### config.mk
export PLATFORM = sky130hd
export DESIGN_NAME = issue_scoreboard
export DESIGN_NICKNAME = d
export VERILOG_FILES = /design/src/rtl/issue_scoreboard.sv
export SDC_FILE = /design/constraint.sdc
export NUM_CORES = 1
export LEC_CHECK = 0
export CORE_UTILIZATION = 49
export CTS_CLUSTER_SIZE = 25
export DETAILED_ROUTE_END_ITERATION = 6
export HOLD_SLACK_MARGIN = 0.08
export PLACE_DENSITY = 0.85
export SLEW_MARGIN = 20
export SYNTH_ARGS = -nofsm -noshare
export SYNTH_HDL_FRONTEND = slang
export SYNTH_SLANG_ARGS = --single-unit
### constraint.sdc
create_clock -name CLK -period 3.2 [get_ports CLK]
set_input_delay 0.48 -clock CLK [delete_from_list [all_inputs] [get_ports CLK]]
set_output_delay 0.48 -clock CLK [all_outputs]
set_load 0.05 [all_outputs]
### src/rtl/issue_scoreboard.sv
// issue_scoreboard: tracks in-flight rd writers in EX/MEM and stalls dependent decode instructions
module issue_scoreboard #(
  parameter int CNT_W = 16
) (
  input  logic             CLK,
  input  logic             RST,
  input  logic [31:0]      dec_ir,
  input  logic             dec_valid,
  input  logic             flush,
  input  logic             pipe_hold,
  output logic             stall,
  output logic             pc_write,
  output logic             decode_en,
  output logic             ex_bubble,
  output logic [CNT_W-1:0] stall_count
);
  logic [6:0] opc;
  logic [4:0] rd, rs1, rs2;
  logic [2:0] f3;
  logic wr_rd, use1, use2, hit1, hit2, issue, unused_ir;
  logic ex_v_q, ex_v_d, mem_v_q, mem_v_d;
  logic [4:0] ex_rd_q, ex_rd_d, mem_rd_q, mem_rd_d;
  logic [CNT_W-1:0] cnt_q, cnt_d;
  assign opc = dec_ir[6:0];
  assign rd = dec_ir[11:7];
  assign f3 = dec_ir[14:12];
  assign rs1 = dec_ir[19:15];
  assign rs2 = dec_ir[24:20];
  assign unused_ir = ^dec_ir[31:25];
  // classify the decode instruction: which sources it reads and whether it writes a nonzero rd
  always_comb begin
    wr_rd = 1'b0;
    use1 = 1'b0;
    use2 = 1'b0;
    case (opc)
      7'b0110111, 7'b0010111, 7'b1101111: wr_rd = 1'b1;
      7'b1100111, 7'b0000011, 7'b0010011: begin wr_rd = 1'b1; use1 = 1'b1; end
      7'b0110011: begin wr_rd = 1'b1; use1 = 1'b1; use2 = 1'b1; end
      7'b1100011, 7'b0100011: begin use1 = 1'b1; use2 = 1'b1; end
      7'b1110011: begin wr_rd = f3 != 3'b000; use1 = (f3 != 3'b000) && !f3[2]; end
      default: ;
    endcase
    wr_rd = wr_rd & (rd != 5'd0);
  end
  assign hit1 = use1 & (rs1 != 5'd0) & ((ex_v_q & (ex_rd_q == rs1)) | (mem_v_q & (mem_rd_q == rs1)));
  assign hit2 = use2 & (rs2 != 5'd0) & ((ex_v_q & (ex_rd_q == rs2)) | (mem_v_q & (mem_rd_q == rs2)));
  assign stall = dec_valid & ~flush & (hit1 | hit2);
  assign pc_write = ~stall & ~pipe_hold;
  assign decode_en = pc_write;
  assign ex_bubble = stall | flush | ~dec_valid;
  assign issue = dec_valid & ~stall & ~flush;
  assign stall_count = cnt_q;
  // age records EX->MEM unless frozen; count non-held stall cycles, saturating
  always_comb begin
    ex_v_d = pipe_hold ? ex_v_q : issue & wr_rd;
    ex_rd_d = pipe_hold ? ex_rd_q : rd;
    mem_v_d = pipe_hold ? mem_v_q : ex_v_q;
    mem_rd_d = pipe_hold ? mem_rd_q : ex_rd_q;
    cnt_d = (stall & ~pipe_hold & ~&cnt_q) ? cnt_q + CNT_W'(1) : cnt_q;
  end
  // slot and counter registers; reset clears every record
  always_ff @(posedge CLK) begin
    if (RST) begin
      ex_v_q <= 1'b0;
      ex_rd_q <= 5'd0;
      mem_v_q <= 1'b0;
      mem_rd_q <= 5'd0;
      cnt_q <= '0;
    end else begin
      ex_v_q <= ex_v_d;
      ex_rd_q <= ex_rd_d;
      mem_v_q <= mem_v_d;
      mem_rd_q <= mem_rd_d;
      cnt_q <= cnt_d;
    end
  end
endmodule

; ---- Word-level counts from Yosys, hierarchy flattened
; Index checks and enable logic that the tools add are counted.
[totals]
register_bits = 28
[op_classes]
add_sub_neg = 1
n_eq_ne = 14
muxes = 3
bitwise = 26
n_reduce_logical = 11
[op_table]
columns = operator, n
row1 = "7-bit == test, second input constant", 4
row2 = "7-bit by 6-bit == test with 1-bit output, second input constant", 3
row3 = 5-bit == test, 4
row4 = 1-bit bitwise AND, 17
row5 = "16-bit by 1-bit adder with 16-bit output, second input constant", 1
row6 = 16-bit AND reduction, 1
row7 = 5-bit nonzero test, 3
row8 = "7-bit by 5-bit == test with 1-bit output, second input constant", 2
row9 = "7-bit by 2-bit == test with 1-bit output, second input constant", 1
row10 = 7-bit OR reduction, 1
row11 = 6-bit OR reduction, 1
row12 = 1-bit OR, 5
row13 = 1-bit inverter, 4
row14 = 1-bit one-hot mux with 2 select lines, 2
row15 = 3-bit nonzero test, 1
row16 = 3-bit OR reduction, 1
row17 = 1-bit zero test, 2
row18 = 1-bit logical AND, 1
row19 = 1-bit 2-to-1 mux, 1

; ---- Logic depth before layout (Yosys ltp)
[depth]
depth_word = 11
mapped_depth = 9
mapped_depth_nobuf = 6

; ---- Least setup slack after synthesis
; OpenSTA, ideal clock, no wires.
[synth_path]
path_kind = input to output
startpoint = input port dec_ir[2]
endpoint = output port pc_write
t_arrival_ns = 3.636
required_ns = 2.720
slack_ns = -0.916
path_stages = 9
path_buffers = 3
cell_sequence = and4bb_1 o21ai_1 a211oi_1 a32oi_2 buf_6 buf_6 nor3b_1 nor2_1 buf_4
[synth_between]
elab_chain_len = 9
word_cells_on_any_way = 19
cone_classes = eq/ne (7) / mux (2) / bitwise (8) / reduce/logical (2)
[synth_rtl]
columns = element, line
row1 = start: declaration, 7  ; input logic [31:0] dec_ir,
row2 = 7-bit == test (tied with other cells), 35  ; case (opc)
row3 = 6-bit OR reduction (no line) or 3-bit OR reduction (tied branches), -
row4 = 1-bit one-hot mux with 2 select lines or 1-bit 2-to-1 mux (tied branches), 35
row5 = "1-bit bitwise AND, on equally long branches (2 in a row)", "45, 46"
row6 = 1-bit OR (*), 47  ; assign stall = dec_valid & ~flush & (hit1 | hit2);
row7 = 1-bit bitwise AND (*), 47
row8 = net stall, 11  ; output logic stall,
row9 = 1-bit inverter (*), 48  ; assign pc_write = ~stall & ~pipe_hold;
row10 = 1-bit bitwise AND (*), 48
row11 = end: declaration, 12  ; output logic pc_write,
; The timed path passes the listed nets; every way through them passes the cells marked *.

; ---- Final worst setup path
[layout_path]
startpoint = input port dec_ir[21]
endpoint = output port decode_en
[layout_between]
elab_chain_len = 8
word_cells_on_any_way = 12
cone_classes = eq/ne (2) / bitwise (9) / reduce/logical (1)
[layout_rtl]
columns = element, line
row1 = 5-bit == test, 46  ; assign hit2 = use2 & (rs2 != 5'd0) & ((ex_v_q & (ex_rd_q == rs2)) | (mem_v_q & (mem_rd_q == rs2)));
row2 = 1-bit bitwise AND, 46
row3 = 1-bit OR, 46
row4 = 1-bit bitwise AND (*), 46
row5 = 1-bit OR (*), 47
row6 = 1-bit bitwise AND (*), 47
row7 = 1-bit inverter (*), 48
row8 = 1-bit bitwise AND (*), 48
row9 = end: declaration, 13  ; output logic decode_en,
; Mark *: on every way between the ends. The rest lies on a longest branch, timed or not.

==> metrics.txt <==
Detailed Route Iter0 Violations=85; worst vdd ir=0.307 mV; initial antenna violation count=0; die width=60.5 µm; Slew Limit Fails=0; Flop pwr share=50.9%; placed cell count=279; Pleak=0.757 nW; Reg2Reg Depth=5; slew of the pin with the lowest slew margin=849 ps; Sw Share=23.2%; Cell variety after synth=35; Core Region=3150 µm²; Die Y-Extent=60.5 µm; drt total wl=4150 µm; Hold Crit Class=flop to flop; Remaining DRCs=0; Slew HR=43.4%; H-tree Lvls=1; Port-buffer cells=49; P_sw=0.166 mW; P_int=0.549 mW; Fin. Hold Viols=0; die area=3660 µm²; endpoints failing setup=0; CTS tree=yes; pre-CTS WS=201 ps; Via-to-Cell Ratio=5.86; status=complete, no violations; Syn-to-layout area delta=34.1%; RR Startpoint=stall_count[0]; Post-Syn Instances=196; unrepaired setup endpoints after global routing=no; Longest Clk Path Bufs=2; Total Power=0.715 mW; # resized after CTS=0; Overflow after GRT=0; Gate power share=16.9%; CP Launch Point=dec_ir[21]; worst setup path end=decode_en; syn_nets=234; CP peak stage delay=570 ps; Post-CTS Hold Fix Bufs=0; share of cells above drive strength 1=6.28%; Critical Path AT=2540 ps; clk_lat worst skew=330 ps; Bufs and invs on worst path=2; DPL Wire Length=3100 µm; PD cells=318 nW/µm²; final core occ=71.2%; WL/cell=14.7 µm; most frequent cells in the layout=45 x clkdlybuf4s50_1, 28 x dfxtp_1, 20 x xnor2_1; n_diodes=0; DRT Pass-1 Iters=4; Critical Path Fanout Max=3; CP Launch Type=input port; GPL Wtd Cong=0.918; ANT nets after route=0; Post-Syn Area=1680 µm²; fin nets=278; period utilization=94.4%; Levels on crit path=8; nature of the critical path endpoint=output pin; Seq cells post-synth=28; pin count of the biggest net entering global routing=34; commonest non-fill, non-tap cell in the layout=clkdlybuf4s50_1; post-synthesis sequential area ratio=33.5%; vias in the first global route=1520; clock skew=20.9 ps; setup TNS=0 ps; fillcell total=267; Starting Density=53.1%; syn_area_per_cell=8.55 µm²; total number of vias=1658; Final Instance Count excl. Fillers=283; first-pass GRT wire length=6710 µm; CP Cell Sequence=clkdlybuf4s50_1 > or4_1 > o21ai_1 > a211oi_1 > a32oi_2 > nor3b_4 > nor2_2 > buf_12; Clk network pwr share=32.2%; CTS clk-pin slew, worst paths=160 ps; Critical Setup Path Class=input port to output pin; R2R setup slack=1000 ps; Rows=20; f_max=331 MHz; Post-CTS Setup Inserts=0; TritonCTS buffer count=3; critical path's slowest cell=or4_1; Ys Warns=0; Final min period=3020 ps; max-cap violation count=0; Top Ports=57; r2r endpoint=stall_count[12]; setup ws final=179 ps; Worst Path Required=2720 ps; clk sinks=28; All-Layer GR Usage=24.1%; Root Buffer=clkbuf_4; Top delay family on crit path=simple AND/OR/NAND/NOR gates
==> metal layers <==
layer,wire [µm],global-route usage [%],vias up
met5,0,0,-
met4,41,10.7,0
met3,173,2.56,4
met2,1980,37.7,46
met1,1960,33.6,781
li1,-,-,827
==> layout make-up <==
| class | count | area [µm²] | area share (%) |
|---|---|---|---|
| tap | 44 | 55.1 | 2.45 |
| inverter | 3 | 11.3 | 0.501 |
| sequential | 28 | 561 | 25.0 |
| clock buffer | 3 | 22.5 | 1.00 |
| multi-input combinational | 152 | 1040 | 46.2 |
| clock inverter | 1 | 30.0 | 1.34 |
| timing repair buffer | 52 | 528 | 23.5 |
==> logic make-up (layout without fill, tap and decap cells) <==
| group | after synthesis | after routing | synth area share, % |
|---|---|---|---|
| adders and majority gates | 1 | 1 | 0.747 |
| and+or+nand+nor | 72 | 72 | 24.3 |
| buffers and inverters | 16 | 59 | 5.38 |
| DFF | 28 | 28 | 33.5 |
| AOI/OAI and AO/OA | 48 | 48 | 19.1 |
| muxes | 11 | 11 | 6.57 |
| xor gates and xnor gates | 20 | 20 | 10.5 |
==> worst min-delay path by stage <==
stage	startpoint	to	slack [ps]	cells after the start
after floorplan	ex_v_q	ex_v_q	470	2
final	stall_count[13]	stall_count[13]	500	2
after detailed placement	stall_count[13]	stall_count[13]	480	2
after global routing	stall_count[4]	stall_count[4]	530	2
after CTS	stall_count[13]	stall_count[13]	500	2
after global placement	stall_count[4]	stall_count[4]	480	2
==> through the flow <==
| stage | hold slack (ps) | instance area, µm² |
|---|---|---|
| after global routing | 534 | 2250 |
| after CTS | 501 | 2250 |
| after detailed placement | 480 | 2190 |
| final | 504 | 2250 |
| after global placement | 478 | 2190 |
| after floorplan | 467 | 1690 |
==> synthesized netlist by cell type (all sizes together) <==
master / n / area (µm²)
nor2: 16 / 60.1
nand3b: 2 / 15.0
nand2: 8 / 30.0
a41o: 1 / 10.0
nor3b: 2 / 15.0
o21a: 1 / 7.51
nor3: 2 / 10.0
a21oi: 19 / 95.1
and2: 2 / 12.5
buf: 9 / 63.8
xnor2: 20 / 175
dfxtp: 28 / 561
o21ba: 1 / 10.0
nand4: 5 / 31.3
o31ai: 15 / 113
inv: 3 / 11.3
and3: 6 / 37.5
and4bb: 1 / 12.5
a32oi: 1 / 16.3
or3: 1 / 6.26
nand3: 11 / 55.1
a211oi: 2 / 15.0
or4: 15 / 113
ha: 1 / 12.5
o221ai: 1 / 8.76
o22ai: 2 / 12.5
clkbuf: 4 / 15.0
o21ai: 4 / 20.0
mux2i: 11 / 110
or3b: 1 / 8.76
o211ai: 1 / 12.5
==> worst register-to-register path, cell delays in order (launching register included) <==
cell,delay [ps]
dfxtp_1,390
ha_1,250
and3_1,250
a41o_1,530
or4_1,590
a21oi_1,140
==> state kept, by name (all words and copies together), names as in the netlist <==
| name | flops |
|---|---|
| stall_count | 16 |
| ex_rd_q | 5 |
| mem_rd_q | 5 |
| ex_v_q | 1 |
| mem_v_q | 1 |
==> power groups by stage <==
stage	sequential [mW]	clock [mW]	combinational (mW)
after CTS	0.364	0.235	0.121
after global placement	0.371	0	0.118
after detailed placement	0.371	0	0.120
after global routing	0.365	0.248	0.130
final	0.364	0.230	0.121
after floorplan	0.368	0	0.0613
Note: power is estimated with default switching activity, not from simulation.
